<file path="src/rtl/texture_loader_if.sv">
// Texture loader signal bundle: start/status, SPI flash pins and texture memory write port.
interface texture_loader_if #(
  parameter int ADDR_BITS = 13
);
  logic                 start;
  logic                 busy;
  logic                 tex_ready;
  logic                 spi_csb;
  logic                 spi_sclk;
  logic                 spi_mosi;
  logic                 spi_miso;
  logic                 tex_we;
  logic [ADDR_BITS-1:0] tex_addr;
  logic [7:0]           tex_data;

  modport master (
    input  start, spi_miso,
    output busy, tex_ready, spi_csb, spi_sclk, spi_mosi, tex_we, tex_addr, tex_data
  );

  modport slave (
    output start, spi_miso,
    input  busy, tex_ready, spi_csb, spi_sclk, spi_mosi, tex_we, tex_addr, tex_data
  );
endinterface

</file>
<file path="src/rtl/texture_loader.sv">
// Boot-time loader: SPI READ 0x03 + 24-bit base, streams 2**ADDR_BITS bytes into texture memory.
// Accept to tex_ready = 64 + 16*2**ADDR_BITS + 1 clk; start is ignored while busy, no backpressure.
module texture_loader #(
  parameter int          ADDR_BITS  = 13,
  parameter logic [23:0] FLASH_BASE = 24'h000000
) (
  input logic              clk,
  input logic              reset_n,
  texture_loader_if.master bus
);

  typedef enum logic [2:0] {
    IDLE   = 3'd0,
    CMD    = 3'd1,
    ADDR   = 3'd2,
    DATA   = 3'd3,
    FINISH = 3'd4,
    DONE   = 3'd5
  } state_t;

  localparam logic [31:0]          HDR      = {8'h03, FLASH_BASE};
  localparam logic [ADDR_BITS-1:0] ADDR_MAX = '1;
  localparam logic [ADDR_BITS-1:0] ADDR_ONE = ADDR_BITS'(1);

  state_t               state_q, state_d;
  logic                 phase_q, phase_d;
  logic [4:0]           bit_cnt_q, bit_cnt_d;
  logic [31:0]          sh_q, sh_d;
  logic [7:0]           rx_q, rx_d;
  logic                 csb_q, csb_d;
  logic                 sclk_q, sclk_d;
  logic                 mosi_q, mosi_d;
  logic                 busy_q, busy_d;
  logic                 ready_q, ready_d;
  logic                 we_q, we_d;
  logic [ADDR_BITS-1:0] addr_q, addr_d;
  logic [7:0]           data_q, data_d;

  always_comb begin
    state_d   = state_q;
    phase_d   = phase_q;
    bit_cnt_d = bit_cnt_q;
    sh_d      = sh_q;
    rx_d      = rx_q;
    csb_d     = csb_q;
    sclk_d    = sclk_q;
    mosi_d    = mosi_q;
    busy_d    = busy_q;
    ready_d   = ready_q;
    we_d      = 1'b0;
    addr_d    = addr_q;
    data_d    = data_q;

    case (state_q)
      IDLE, DONE: begin
        if (bus.start) begin
          state_d   = CMD;
          csb_d     = 1'b0;
          busy_d    = 1'b1;
          ready_d   = 1'b0;
          addr_d    = '0;
          phase_d   = 1'b0;
          sclk_d    = 1'b0;
          bit_cnt_d = 5'd0;
          mosi_d    = HDR[31];
          sh_d      = {HDR[30:0], 1'b0};
        end
      end

      CMD, ADDR, DATA: begin
        // Address advances on the edge that drops the write strobe.
        if (state_q == DATA && we_q) begin
          addr_d = addr_q + ADDR_ONE;
        end
        if (!phase_q) begin
          phase_d = 1'b1;
          sclk_d  = 1'b1;
        end else begin
          phase_d   = 1'b0;
          sclk_d    = 1'b0;
          bit_cnt_d = bit_cnt_q + 5'd1;
          if (state_q == CMD) begin
            mosi_d = sh_q[31];
            sh_d   = {sh_q[30:0], 1'b0};
            if (bit_cnt_q == 5'd7) begin
              state_d   = ADDR;
              bit_cnt_d = 5'd0;
            end
          end else if (state_q == ADDR) begin
            mosi_d = sh_q[31];
            sh_d   = {sh_q[30:0], 1'b0};
            if (bit_cnt_q == 5'd23) begin
              state_d   = DATA;
              bit_cnt_d = 5'd0;
              mosi_d    = 1'b0;
            end
          end else begin
            rx_d = {rx_q[6:0], bus.spi_miso};
            if (bit_cnt_q == 5'd7) begin
              bit_cnt_d = 5'd0;
              we_d      = 1'b1;
              data_d    = rx_d;
              // Last byte keeps tex_addr at max instead of wrapping.
              if (addr_q == ADDR_MAX) begin
                state_d = FINISH;
              end
            end
          end
        end
      end

      FINISH: begin
        state_d = DONE;
        csb_d   = 1'b1;
        sclk_d  = 1'b0;
        mosi_d  = 1'b0;
        busy_d  = 1'b0;
        ready_d = 1'b1;
      end

      default: begin
        state_d = IDLE;
        csb_d   = 1'b1;
        sclk_d  = 1'b0;
        busy_d  = 1'b0;
      end
    endcase
  end

  always_ff @(posedge clk or negedge reset_n) begin
    if (!reset_n) begin
      state_q   <= IDLE;
      phase_q   <= 1'b0;
      bit_cnt_q <= 5'd0;
      sh_q      <= 32'd0;
      rx_q      <= 8'd0;
      csb_q     <= 1'b1;
      sclk_q    <= 1'b0;
      mosi_q    <= 1'b0;
      busy_q    <= 1'b0;
      ready_q   <= 1'b0;
      we_q      <= 1'b0;
      addr_q    <= '0;
      data_q    <= 8'd0;
    end else begin
      state_q   <= state_d;
      phase_q   <= phase_d;
      bit_cnt_q <= bit_cnt_d;
      sh_q      <= sh_d;
      rx_q      <= rx_d;
      csb_q     <= csb_d;
      sclk_q    <= sclk_d;
      mosi_q    <= mosi_d;
      busy_q    <= busy_d;
      ready_q   <= ready_d;
      we_q      <= we_d;
      addr_q    <= addr_d;
      data_q    <= data_d;
    end
  end

  assign bus.spi_csb   = csb_q;
  assign bus.spi_sclk  = sclk_q;
  assign bus.spi_mosi  = mosi_q;
  assign bus.busy      = busy_q;
  assign bus.tex_ready = ready_q;
  assign bus.tex_we    = we_q;
  assign bus.tex_addr  = addr_q;
  assign bus.tex_data  = data_q;

endmodule

</file>
<file path="src/flat_wrapper.sv">
// flat-port wrapper written by rule: the top's interface ports become plain ports
module texture_loader_flat 
#(
  parameter int          ADDR_BITS  = 13,
  parameter logic [23:0] FLASH_BASE = 24'h000000
)
  (clk, reset_n, bus_start, bus_spi_miso, bus_busy, bus_tex_ready, bus_spi_csb, bus_spi_sclk, bus_spi_mosi, bus_tex_we, bus_tex_addr, bus_tex_data);
  texture_loader_if #(.ADDR_BITS(ADDR_BITS)) bus_i ();
  input logic clk;
  input logic reset_n;
  input wire logic [$bits(bus_i.start)-1:0] bus_start;
  input wire logic [$bits(bus_i.spi_miso)-1:0] bus_spi_miso;
  output wire logic [$bits(bus_i.busy)-1:0] bus_busy;
  output wire logic [$bits(bus_i.tex_ready)-1:0] bus_tex_ready;
  output wire logic [$bits(bus_i.spi_csb)-1:0] bus_spi_csb;
  output wire logic [$bits(bus_i.spi_sclk)-1:0] bus_spi_sclk;
  output wire logic [$bits(bus_i.spi_mosi)-1:0] bus_spi_mosi;
  output wire logic [$bits(bus_i.tex_we)-1:0] bus_tex_we;
  output wire logic [$bits(bus_i.tex_addr)-1:0] bus_tex_addr;
  output wire logic [$bits(bus_i.tex_data)-1:0] bus_tex_data;
  assign bus_i.start = bus_start;
  assign bus_i.spi_miso = bus_spi_miso;
  assign bus_busy = bus_i.busy;
  assign bus_tex_ready = bus_i.tex_ready;
  assign bus_spi_csb = bus_i.spi_csb;
  assign bus_spi_sclk = bus_i.spi_sclk;
  assign bus_spi_mosi = bus_i.spi_mosi;
  assign bus_tex_we = bus_i.tex_we;
  assign bus_tex_addr = bus_i.tex_addr;
  assign bus_tex_data = bus_i.tex_data;
  texture_loader #(.ADDR_BITS(ADDR_BITS), .FLASH_BASE(FLASH_BASE)) u_core (.clk(clk), .reset_n(reset_n), .bus(bus_i));
endmodule
</file>
<file path="config.mk">
export PLATFORM = sky130hd
export DESIGN_NAME = texture_loader_flat
export DESIGN_NICKNAME = d
export VERILOG_FILES = /design/src/rtl/texture_loader_if.sv /design/src/rtl/texture_loader.sv /design/src/flat_wrapper.sv
export SDC_FILE = /design/constraint.sdc
export NUM_CORES = 1
export LEC_CHECK = 0
export ABC_AREA = 1
export CORE_ASPECT_RATIO = 2
export CORE_MARGIN = 10
export CORE_UTILIZATION = 55
export DETAILED_ROUTE_END_ITERATION = 6
export GPL_ROUTABILITY_DRIVEN = 0
export PLACE_DENSITY = 0.84
export SYNTH_ARGS = -nofsm -noshare
export SYNTH_HDL_FRONTEND = slang
export SYNTH_SLANG_ARGS = --single-unit
</file>
<file path="constraint.sdc">
create_clock -name clk -period 2.35 [get_ports clk]
set_clock_uncertainty 0.2 [all_clocks]
set_input_delay 0.3525 -clock clk [delete_from_list [all_inputs] [get_ports clk]]
set_output_delay 0.3525 -clock clk [all_outputs]
set_load 0.005 [all_outputs]
</file>
==> flow_metrics.py <==
metrics = {
    "grt": {
        "antenna_found_initial": 0,
        "grt_pass1_vias": 2234,
        "grtUsageTotal_pct": 16.2,
        "globalRouteOverflowTotal": 0,
        "grt_pass1_wl_mm": 10.1,
        "grt_max_degree": 51,
    },
    "route": {
        "vias": 2230,
        "ant_nets": 0,
        "drt_iter0_markers": 147,
        "drc_errors": 0,
        "post_drt_wl_per_cell_um": 14.2,
        "wirelength_mm": 5.94,
        "drt-vias-per-instance": 5.33,
        "firstDrtPassIters": 4,
    },
    "synth": {
        "synth-seq-cells": 50,
        "synth_largest_area_cell": "dfrtp_1",
        "syn_avg_cell_area_sq_um": 7.89,
        "synth-edff-count": 0,
        "synth_cells": 327,
        "synth_most_common_cell": "nand2_1",
        "ys_dominant_reg_cell": "dfrtp_1",
        "netlist_area_sq_um": 2580,
        "ys_top_cells_by_area": "dfrtp_1 48%, nand2_1 17%, nand3_1 5.6%",
        "ys_warn_count": 0,
        "synthDistinctLibCells": 25,
        "synth.top_cell.area_share_pct": 47.5,
        "netlist_top_cells_count": "114 x nand2_1, 49 x dfrtp_1, 29 x inv_1, 29 x nand3_1, 25 x nor2_1",
        "synth.yosys.seq_area_share_pct": 48.5,
        "syn-num-nets": 333,
        "async_reset_ff_share_pct": 100,
    },
    "finish": {
        "stdcell_area_sq_um": 3030,
        "fill_cells": 397,
        "seq_area_sq_um": 1250,
        "drive_gt1_share_pct": 12.4,
        "fin_nets": 368,
        "multi_input_area_sq_um": 1150,
        "synthToLayoutAreaGrowth_pct": 17.5,
        "diodes": 0,
    },
    "power_and_ir_drop": {
        "p_seq_share_pct": 40.8,
        "p_comb_share_pct": 40.4,
        "power_leakage_nw": 1.42,
        "switching_share_pct": 43.6,
        "power_density_nw_per_um2": 955,
        "p_int_mw": 1.63,
        "irDropWorstVdd_v": 0.000729,
        "power_switching_mw": 1.26,
        "clkPwrFrac_pct": 18.8,
    },
    "clock_network": {
        "cts_sinks": 50,
        "cts_root_buf": "clkbuf_8",
        "clk_pin_slew_worst_paths_ps": 100,
        "htree_levels": 2,
        "post_cts_buffers": 0,
        "postCtsResizedCells": 0,
        "cts_buffers": 5,
        "clockBufferDepth": 2,
        "cts_tree": "built",
        "clk_latency_ps": 310,
    },
    "run": {
        "drv_cap": 0,
    },
    "placed_design": {
        "io_buffers": 30,
        "place_area_sq_um": 2920,
        "hpwl_mm": 4.40,
    },
    "floorplan": {
        "rows": 35,
        "io_pins": 31,
        "die_w_um": 68.4,
        "initial_core_util_pct": 56.1,
        "die_y_um": 117,
        "die-area_sq_um": 8000,
        "coreArea_sq_um": 4600,
    },
    "sta": {
        "setup_tns_ps": 0,
        "min_period_ps": 2010,
        "slew_headroom_pct": 57.8,
        "hold_viol_final": 0,
        "drv_slew": 0,
        "fmax_mhz": 497,
        "rsz0062_at_grt": "false",
        "worst_pin_slew_ps": 633,
        "setup_violations": 0,
        "period_share_pct": 85.7,
    },
    "setup_path": {
        "worstSetupPathType": "reg -> reg",
        "cp_max_fo": 8,
        "cp-start-kind": "register",
        "cp_data_required_time_ps": 2360,
        "crit_path_end_kind": "register",
        "cp.arrival_ps": 2020,
    },
    "run_status": {
        "outcome": "finished, final reports clean",
    },
    "worst_hold_path": {
        "hold_class": "reg -> reg",
    },
}
flip-flops by register name, summed over array words and instances (netlist names):
name / count
u_core.phase_q: 1
u_core.bus.spi_csb: 1
u_core.bus.spi_mosi: 1
u_core.bit_cnt_q: 5
u_core.bus.tex_we: 1
u_core.bus.tex_data: 8
u_core.state_q: 3
u_core.bus.spi_sclk: 1
u_core.bus.busy: 1
u_core.sh_q: 7
u_core.bus.tex_ready: 1
u_core.bus.tex_addr: 13
u_core.rx_q: 7
what timing repair did:
action,CTS,global route
endpoints found under the hold margin,49,0
endpoints found under the setup margin,0,0
hold buffers,1,0
metal layers:
metal	up-vias	track usage, %	part of all wire (%)
met4	0	9.58	5.5
met5	-	0	0
met3	26	3.62	4.7
met1	1037	17.0	37
met2	59	27.9	52
li1	1108	-	-
cell usage in the layout (no fill, tap or decap), drive strengths merged:
cell type / n
dfstp: 1
clkdlybuf4s50: 29
nand4: 6
ha: 2
dfrtp: 49
a31oi: 1
nand2: 117
buf: 5
nor2: 32
o21ai: 41
or2: 2
a21oi: 2
dlygate4sd3: 1
clkinv: 1
inv: 35
clkbuf: 5
xor2: 3
nand3: 31
per-stage QoR:
step	setup slack, ps	cells	power, mW	hold WS (ps)	utilization (%)
after floorplan	588	327	2.06	-143	-
after global placement	416	409	2.32	254	63.6
after detailed placement	373	409	2.36	263	63.6
after CTS	352	418	2.92	286	65.9
after global routing	106	418	3.13	307	65.9
final	337	418	2.89	280	65.9
cell type report:
class | instances | area share, %
tap | 55 | 2.27
clock buffer | 5 | 2.27
sequential | 50 | 41.3
timing repair buffer | 35 | 11.1
inverter | 33 | 4.09
clock inverter | 3 | 0.949
multi-input combinational | 237 | 38.1
power by group through the flow:
stage,logic [mW],registers [mW],clock network (mW)
after detailed placement,1.16,1.19,0
after global placement,1.13,1.19,0
after global routing,1.34,1.20,0.586
final,1.17,1.18,0.544
after CTS,1.18,1.18,0.558
after floorplan,0.903,1.16,0
critical path, cell delays in order (launching register included):
cell and delay [ps]:
dfrtp_1 490, ha_1 290, inv_1 60, nor2_1 210
nand2_1 120, o21ai_1 270, nand2_1 140, nand2_1 80
nand2_1 50
worst paths after layout:
kind                                             start                       to  slack, ps  cells after the start
max in group asynchronous                      reset_n   u_core.bus.tex_addr[4]       1050                      3
worst min-delay path              u_core.bus.tex_ready     u_core.bus.tex_ready        280                      2
min in group asynchronous                      reset_n  u_core.bus.tex_addr[12]        460                      3
worst min register to register    u_core.bus.tex_ready     u_core.bus.tex_ready        280                      2
worst max-delay path            u_core.bus.tex_addr[0]        u_core.state_q[2]        340                      8
worst max register to register  u_core.bus.tex_addr[0]        u_core.state_q[2]        340                      8
kinds of logic after synthesis:
group,Yosys count,synth area share (%)
AO/OA/AOI/OAI,44,10.5
XOR/XNOR,3,1.02
adder cells (fa/ha/maj),2,0.969
buffers and inverters,40,6.79
flip-flops,50,48.5
AND/OR/NAND/NOR,188,32.2
No activity file was read; power rests on OpenSTA's default activity.
